==> src/rtl/fir_mc_pkg.sv <==
// Shared types and elaboration helpers for the multi-channel decimating FIR.
package fir_mc_pkg;

    typedef enum logic [1:0] {IDLE, MAC, OUT} state_t;

    function automatic int clog2(input int n);
        int r;
        int v;
        r = 0;
        v = 1;
        while (v < n) begin
            v = v * 2;
            r++;
        end
        return r;
    endfunction

    function automatic int idx_w(input int n);
        return (clog2(n) < 1) ? 1 : clog2(n);
    endfunction

    function automatic int acc_w(input int dw, input int cw, input int taps);
        return dw + cw + clog2(taps);
    endfunction

    function automatic int rst_coef(input int k);
        return (k == 0) ? 1 : 0;
    endfunction

endpackage

==> src/rtl/fir_mc_mac.sv <==
// Time-shared MAC: registered signed product feeding an accumulator.
module fir_mc_mac
    import fir_mc_pkg::*;
#(
    parameter int A_W   = 16,
    parameter int B_W   = 12,
    parameter int ACC_W = 32
) (
    input  logic                    clk,
    input  logic                    rst,
    input  logic                    en,
    input  logic                    first,
    input  logic signed [A_W-1:0]   a,
    input  logic signed [B_W-1:0]   b,
    output logic signed [ACC_W-1:0] sum
);

    localparam int P_W = A_W + B_W;

    logic signed [P_W-1:0]   prod_q;
    logic signed [ACC_W-1:0] acc_q;
    logic signed [ACC_W-1:0] prod_ext;
    logic                    vld_q;
    logic                    first_q;

    assign prod_ext = ACC_W'(prod_q);
    // A product tagged first restarts the running sum for a new channel.
    assign sum = first_q ? prod_ext : acc_q + prod_ext;

    always_ff @(posedge clk) begin
        if (rst) begin
            prod_q  <= '0;
            acc_q   <= '0;
            vld_q   <= 1'b0;
            first_q <= 1'b0;
        end else begin
            vld_q <= en;
            if (en) begin
                prod_q  <= P_W'(a) * P_W'(b);
                first_q <= first;
            end
            if (vld_q) acc_q <= sum;
        end
    end

endmodule

==> src/rtl/fir_filter_mc.sv <==
// Multi-channel decimating FIR with one shared coefficient set
// and a single time-multiplexed MAC.
module fir_filter_mc
    import fir_mc_pkg::*;
#(
    parameter int DATA_W = 16,
    parameter int COEF_W = 12,
    parameter int TAPS   = 16,
    parameter int CH     = 2,
    parameter int DECIM  = 1,
    parameter int ACC_W  = acc_w(DATA_W, COEF_W, TAPS)
) (
    input  logic                     clk,
    input  logic                     rst,
    input  logic                     in_valid,
    output logic                     in_ready,
    input  logic [CH*DATA_W-1:0]     in_data,
    output logic                     out_valid,
    input  logic                     out_ready,
    output logic [CH*ACC_W-1:0]      out_data,
    input  logic                     coef_we,
    input  logic [$clog2(TAPS)-1:0]  coef_addr,
    input  logic [COEF_W-1:0]        coef_wdata,
    output logic                     coef_ready
);

    localparam int N     = TAPS * CH;
    localparam int CNT_W = idx_w(N + 2);
    localparam int KW    = idx_w(TAPS);
    localparam int CW    = idx_w(CH);
    localparam int PHW   = idx_w(DECIM);
    localparam int AW    = $clog2(TAPS);
    localparam bit POW2  = ((1 << AW) == TAPS);

    state_t                    state;
    logic [CNT_W-1:0]          cnt;
    logic [KW-1:0]             k_q;
    logic [CW-1:0]             c_q;
    logic [PHW-1:0]            phase;
    logic signed [DATA_W-1:0]  dl [CH][TAPS];
    logic signed [COEF_W-1:0]  coef [TAPS];
    logic signed [ACC_W-1:0]   res [CH];
    logic signed [ACC_W-1:0]   sum;
    logic                      last_q;
    logic [CW-1:0]             cl_q;
    logic                      idle;
    logic                      accept;
    logic                      iss;
    logic                      addr_ok;

    assign idle       = (state == IDLE) && !rst;
    assign in_ready   = idle;
    assign coef_ready = idle;
    assign accept     = in_valid && idle;
    assign iss        = (state == MAC) && (cnt < CNT_W'(N));
    assign addr_ok    = POW2 ? 1'b1 : (int'(coef_addr) < TAPS);

    for (genvar g = 0; g < CH; g++) begin : g_out
        assign out_data[g*ACC_W +: ACC_W] = res[g];
    end

    fir_mc_mac #(
        .A_W   (DATA_W),
        .B_W   (COEF_W),
        .ACC_W (ACC_W)
    ) u_mac (
        .clk   (clk),
        .rst   (rst),
        .en    (iss),
        .first (k_q == '0),
        .a     (dl[c_q][k_q]),
        .b     (coef[k_q]),
        .sum   (sum)
    );

    always_ff @(posedge clk) begin
        if (rst) begin
            state     <= IDLE;
            cnt       <= '0;
            k_q       <= '0;
            c_q       <= '0;
            phase     <= '0;
            out_valid <= 1'b0;
            for (int k = 0; k < TAPS; k++) begin
                coef[k] <= COEF_W'(rst_coef(k));
            end
            for (int c = 0; c < CH; c++) begin
                for (int k = 0; k < TAPS; k++) dl[c][k] <= '0;
            end
        end else begin
            unique case (state)
                IDLE: begin
                    if (coef_we && addr_ok) coef[coef_addr] <= coef_wdata;
                    if (accept) begin
                        for (int c = 0; c < CH; c++) begin
                            dl[c][0] <= in_data[c*DATA_W +: DATA_W];
                            for (int k = 1; k < TAPS; k++) dl[c][k] <= dl[c][k-1];
                        end
                        if (phase == PHW'(DECIM - 1)) begin
                            phase <= '0;
                            state <= MAC;
                            cnt   <= '0;
                            k_q   <= '0;
                            c_q   <= '0;
                        end else begin
                            phase <= phase + 1'b1;
                        end
                    end
                end
                MAC: begin
                    cnt <= cnt + 1'b1;
                    if (iss) begin
                        if (k_q == KW'(TAPS - 1)) begin
                            k_q <= '0;
                            c_q <= c_q + 1'b1;
                        end else begin
                            k_q <= k_q + 1'b1;
                        end
                    end
                    // One drain cycle for the product register, one to publish.
                    if (cnt == CNT_W'(N + 1)) begin
                        state     <= OUT;
                        out_valid <= 1'b1;
                    end
                end
                OUT: begin
                    if (out_ready) begin
                        state     <= IDLE;
                        out_valid <= 1'b0;
                    end
                end
                default: state <= IDLE;
            endcase
        end
    end

    always_ff @(posedge clk) begin
        if (rst) begin
            last_q <= 1'b0;
            cl_q   <= '0;
            for (int c = 0; c < CH; c++) res[c] <= '0;
        end else begin
            last_q <= iss && (k_q == KW'(TAPS - 1));
            cl_q   <= c_q;
            if (last_q) res[cl_q] <= sum;
        end
    end

endmodule

==> config.mk <==
export PLATFORM = sky130hd
export DESIGN_NAME = fir_filter_mc
export DESIGN_NICKNAME = d
export VERILOG_FILES = /design/src/rtl/fir_mc_pkg.sv /design/src/rtl/fir_mc_mac.sv /design/src/rtl/fir_filter_mc.sv
export SDC_FILE = /design/constraint.sdc
export NUM_CORES = 2
export LEC_CHECK = 0
export ABC_AREA = 0
export CAP_MARGIN = 20
export CORE_AREA = 10 10 295 297
export CTS_CLUSTER_DIAMETER = 100
export CTS_CLUSTER_SIZE = 14
export DETAILED_ROUTE_END_ITERATION = 12
export DIE_AREA = 0 0 305 307
export MAX_ROUTING_LAYER = met4
export PLACE_DENSITY = 0.77
export SETUP_SLACK_MARGIN = 0.15
export SYNTH_ARGS = -nofsm -noshare
export SYNTH_HDL_FRONTEND = slang
export SYNTH_SLANG_ARGS = --single-unit
export TNS_END_PERCENT = 5
==> constraint.sdc <==
create_clock -name clk -period 15.58 [get_ports clk]
set_input_delay 2.337 -clock clk [delete_from_list [all_inputs] [get_ports clk]]
set_output_delay 2.337 -clock clk [all_outputs]
set_load 0.05 [all_outputs]
## Yosys cells after proc, flatten, opt, wreduce, memory -nomap -nowiden

Memory sizes are Yosys's and may differ from the RTL's. A register that Yosys moved wholly into a read port is not among the register bits.
Cells that the tools add are included.

| storage, ports and cells | value |
|---|---|
| word-level logic and storage cells | 164 |
| bits in registers | 79 |
| bits in writable memories | 768 |
| input bits | 53 |
| output and inout bits | 67 |
| memories | 3 |

Memory list:

| memory | depth | bits a word | rd ports | clocked after Yosys merged registers in | wr ports | line | RTL |
|---|---|---|---|---|---|---|---|
| dl | 2 | 256 | 3 | 1 | 2 | fir_filter_mc.sv:40 | `logic signed [DATA_W-1:0] dl [CH][TAPS];` |
| coef | 16 | 12 | 1 | 1 | 16 | fir_filter_mc.sv:41 | `logic signed [COEF_W-1:0] coef [TAPS];` |
| res | 2 | 32 | 2 | 0 | 2 | fir_filter_mc.sv:42 | `logic signed [ACC_W-1:0] res [CH];` |

| cells by class | value |
|---|---|
| mux-type cells | 81 |
| add/sub/neg operators | 5 |
| $lt $le $gt $ge | 2 |
| bitwise logic cells | 33 |
| $mul | 1 |
| reductions and logical operators | 17 |
| eq/ne operators | 10 |

Operator list:

| kind | count |
|---|---|
| $mux 16 | 34 |
| $bmux 16 s4 | 1 |
| $mux 32 | 2 |
| $add 32x28->32 | 1 |
| $or 1x1->1 | 32 |
| $reduce_or 32->1 | 1 |
| $mul 16x12->28 | 1 |
| $mux 4 | 7 |
| $mux 1 | 25 |
| $mux 12 | 1 |
| $mux 6 | 2 |
| $pmux 6 s2 | 1 |
| $reduce_or 12->1 | 1 |
| $mux 2 | 4 |
| $ne 2x2->1 const B | 4 |
| $pmux 4 s2 | 1 |
| $reduce_and 4->1 | 2 |
| $add 6x1->6 const B | 1 |
| $eq 6x6->1 const B | 1 |
| $lt 6x6->1 const B | 1 |
| $pmux 2 s3 | 1 |
| $reduce_and 3->1 | 2 |
| $ge 5x5->1 const B | 1 |
| $not 4->5 | 1 |
| 14 further kinds | 21 |

## Longest topological paths before layout

| depth | value |
|---|---|
| depth after elaboration | 8 |
| gate-level depth with buffers | 28 |
| mapped depth without buffers | 24 |

## Modules after synthesis

Synthesis repeated with hierarchy kept, for this count alone.

| second synthesis, totals | value |
|---|---|
| cells, all modules | 3696 |
| area, all modules | 46169.3 um2 |

By module, submodules not included:

| module | cells each | instances | seq. area each (um2) | area each (um2) |
|---|---|---|---|---|
| fir_filter_mc | 2399 | 1 | 23482.5 | 35157.5 |
| fir_mc_mac | 1297 | 1 | 1241.2 | 11011.8 |

## Worst setup path before layout

No wires, ideal clock.

| path | value |
|---|---|
| path kind | input -> register |
| start point | input port rst |
| end point | memory dl[0][0] (netlist bit), enable pin |
| arrival | 11.002 ns |
| stages on the path | 4 |
| path buffers | 1 |
| data required time | 11.900 ns |
| setup slack | 0.898 ns |
| setup time | 3.680 ns |
| cells stage by stage | nor3_1 -> clkbuf_1 -> nand2_1 -> nand2_1 |

RTL lines:

| element | line | RTL |
|---|---|---|
| start: declaration | fir_filter_mc.sv:14 | `input logic rst,` |
| end: declaration | fir_filter_mc.sv:40 |  |

## Final worst setup path

| path | value |
|---|---|
| start point | register k_q[0] |
| end point | register u_mac.prod_q[27] |

| between the ends | value |
|---|---|
| word-level cells in the longest chain between the ends | 5 |

RTL lines:

| element | line | RTL |
|---|---|---|
| start: declaration | fir_filter_mc.sv:37 | `logic [KW-1:0] k_q;` |
| start signal: assignment | fir_filter_mc.sv:117 | `k_q <= k_q + 1'b1;` |
| $not 4->5 (not written as such) | fir_filter_mc.sv:71 | `.a (dl[c_q][k_q]),` |
| $bmux 16 s4 | fir_filter_mc.sv:71 |  |
| $mux 16 (not written as such) (2 in a row) | fir_filter_mc.sv:71 |  |
| $mul 16x12->28 | fir_mc_mac.sv:39 | `prod_q <= P_W'(a) * P_W'(b);` |
| end signal: assignment | fir_mc_mac.sv:39 |  |
| end: declaration | fir_mc_mac.sv:20 | `logic signed [P_W-1:0] prod_q;` |

Every way passes these cells. The select of a mux whose other input is x is not followed.
A chain may end at the register's enable or synchronous reset.

==> results.py <==
metrics = {
    "synth": {
        "synth-edff-count": 768,
        "synth_nets": 3756,
        "synth_cell_type_count": 66,
        "ys_top_cells_by_area": "edfxtp_1, mux4_2, fa_1, and3_1, dfxtp_1",
        "syn_area_mm2": 0.0457,
        "async_flop_share_pct": 0,
        "syn_avg_cell_area_um2": 13.3,
        "synth_top_area_share_pct": 50.5,
        "synth.yosys.seq_area_share_pct": 54.1,
        "synth_seq_cells": 851,
        "synth_flop_cell": "edfxtp_1",
        "yosys.area.top_type": "edfxtp_1",
        "ys.warnings.count": 0,
        "synth_cells": 3430,
    },
    "cts": {
        "cts_resized": 0,
        "post-cts-setup-buffer-count": 0,
        "clk_path_buf_depth": 3,
        "clkLatencyLatePin_ns": 0.64,
        "clockRootBuffer": "clkbuf_16",
        "cts_tree": "built",
        "cts_hold_buffers": 0,
        "htreeDepth": 3,
        "clk_pin_slew_ns": 0.07,
        "numCtsBuffers": 71,
        "clock-sinks": 851,
    },
    "grt": {
        "overflow": 0,
        "grt_pass1_vias": 27300,
        "grt_max_degree": 322,
        "track_usage_pct": 21.0,
        "grt_pass1_wl_um": 155000,
        "antenna_found_initial": 1,
    },
    "floorplanning": {
        "coreArea_mm2": 0.0813,
        "row_count": 105,
        "fp.dieH_um": 307,
        "initial_core_util_pct": 56.2,
        "die_w_um": 305,
        "dieArea_mm2": 0.0936,
        "ios": 120,
    },
    "power_and_ir_drop": {
        "vdd_drop_max_uv": 145,
        "p_leak_nw": 20.2,
        "p_per_area_mw_per_mm2": 131,
    },
    "finish": {
        "fin_nets": 3728,
        "area_delta_synth_final_pct": 8.55,
        "utilization_pct": 61.0,
        "drive_gt1_share_pct": 11.9,
        "final_cell_mix": "edfxtp_1, and3_1, and2_1, mux4_2, inv_1",
        "fillers": 6029,
        "final_common_cell": "edfxtp_1",
        "diodes": 0,
    },
    "sta": {
        "tightestPinTransition_ns": 1.07,
        "slew_headroom_pct": 28.7,
        "rsz0062_at_grt": "false",
        "fmax_ghz": 0.114,
        "hold_violations": 0,
        "setup_viol": 0,
        "fin_setup_tns_ns": 0,
        "fin_crit_sh_pct": 56.5,
        "finalMaxSlewViolations": 0,
        "min_period_ns": 8.80,
        "clock_skew_ns": 0.0295,
    },
    "critical_path": {
        "worstSetupEndpointType": "flip-flop",
        "required_ns": 16.12,
        "cp_slowest_stage_delay_ns": 0.78,
        "crit_arrival_ns": 9.34,
        "cp_top_family": "adder cells",
        "critPathKind": "reg -> reg",
        "critPathMaxFanout": 57,
        "path_common_cell": "fa_1",
        "cp_slowest_cell": "buf_4",
        "start_kind": "flip-flop",
        "path_buf_inv": 6,
    },
    "placement": {
        "gp_congestion": 0.860,
        "dp_hpwl_um": 61900,
        "portBuffers": 119,
    },
    "drt": {
        "wl_per_cell_um": 21.5,
        "drt_iter0_markers": 3266,
        "wirelength_um": 96500,
        "drtAntennaViolNets": 0,
        "drc_errors": 0,
        "dr.pass1.iters": 7,
        "vias": 27400,
        "vias_per_cell": 6.10,
    },
    "run_status": {
        "outcome": "complete, no violations",
    },
    "worst_hold_path": {
        "hp-class": "reg -> reg",
    },
    "flow_run": {
        "drv_cap": 0,
    },
}
stage by stage:
stage               total power [W]  hold WS [ns]  setup slack, ns  area, µm²  instances
floorplan                   0.00443         0.442            0.898      45700       3430
detailed placement          0.00490         0.468             6.57      47600       4397
global route                0.00694         0.500             6.25      49600       4491
CTS                         0.00655         0.477             6.56      49600       4489
finish                      0.00652         0.468             6.78      49600       4491
global placement            0.00485         0.453             6.77      47600       4396
cells in the mapped netlist (all sizes together) (83+ instances only):
library cell and count:
nor2 167, and2 220, nand2 202, and3 521, dfxtp 83, mux4 217, a21oi 97, fa 179
ha 94, inv 212, edfxtp 768, clkbuf 217
cell families (layout without fill, tap and decap cells):
group           after synthesis  after routing  share of synthesized area (%)
fa+ha+maj                   273            273                           10.4
simple gates               1248           1248                           15.0
compound gates              270            270                           3.77
buf+inv                     484            475                           4.14
xor+xnor                     50             50                          0.959
mux                         254            254                           11.6
flops                       851            851                           54.1
sequential cells by signal (all words and copies together) (netlist names), named ones only:
register	cells
cnt	6
u_mac.prod_q	28
dl	512
u_mac.vld_q	1
state	2
u_mac.acc_q	32
last_q	1
c_q	1
k_q	4
out_valid	1
u_mac.first_q	1
cl_q	1
coef	192
res	64
final cells by class:
class | count | area (µm²) | area share, %
inverters | 212 | 796 | 1.60
clock inverters | 6 | 96.3 | 0.194
clock buffers | 86 | 1890 | 3.80
well taps | 1070 | 1340 | 2.70
repair buffers | 171 | 1640 | 3.32
flip-flops and latches | 851 | 24700 | 49.9
multi-input cells | 2095 | 19100 | 38.5
layer usage:
layer	vias up	GRT usage (%)	share of wire, %
met1	13800	29.4	43
met4	0	5.50	2.1
met5	-	-	0
met3	163	3.20	7.6
met2	1062	32.3	48
li1	12400	-	-
final timing paths:
check	from	to	slack [ns]	cells past startpoint
setup / recovery	k_q[0]	u_mac.prod_q[27]	6.78	25
hold / removal	out_valid	out_valid	0.47	2
setup reg to reg	k_q[0]	u_mac.prod_q[27]	6.78	25
hold reg to reg	out_valid	out_valid	0.47	2
worst reg2reg max path: cells and delay by family, from the launching register on:
family	cells	cell delay (ns)
muxes	4	1.61
and+or+nand+nor	4	0.88
DFF	1	0.59
adders and majority gates	6	2.86
buffers and inverters	6	1.72
AOI/OAI and AO/OA	5	1.05
report_power, final:
group	leakage (nW)	switching [W]	internal, W
registers	8.72	0.0000855	0.00264
logic	10.5	0.00125	0.000889
clock network	0.968	0.000798	0.000857
total	20.2	0.00213	0.00439
No activity file was read; power rests on OpenSTA's default activity.
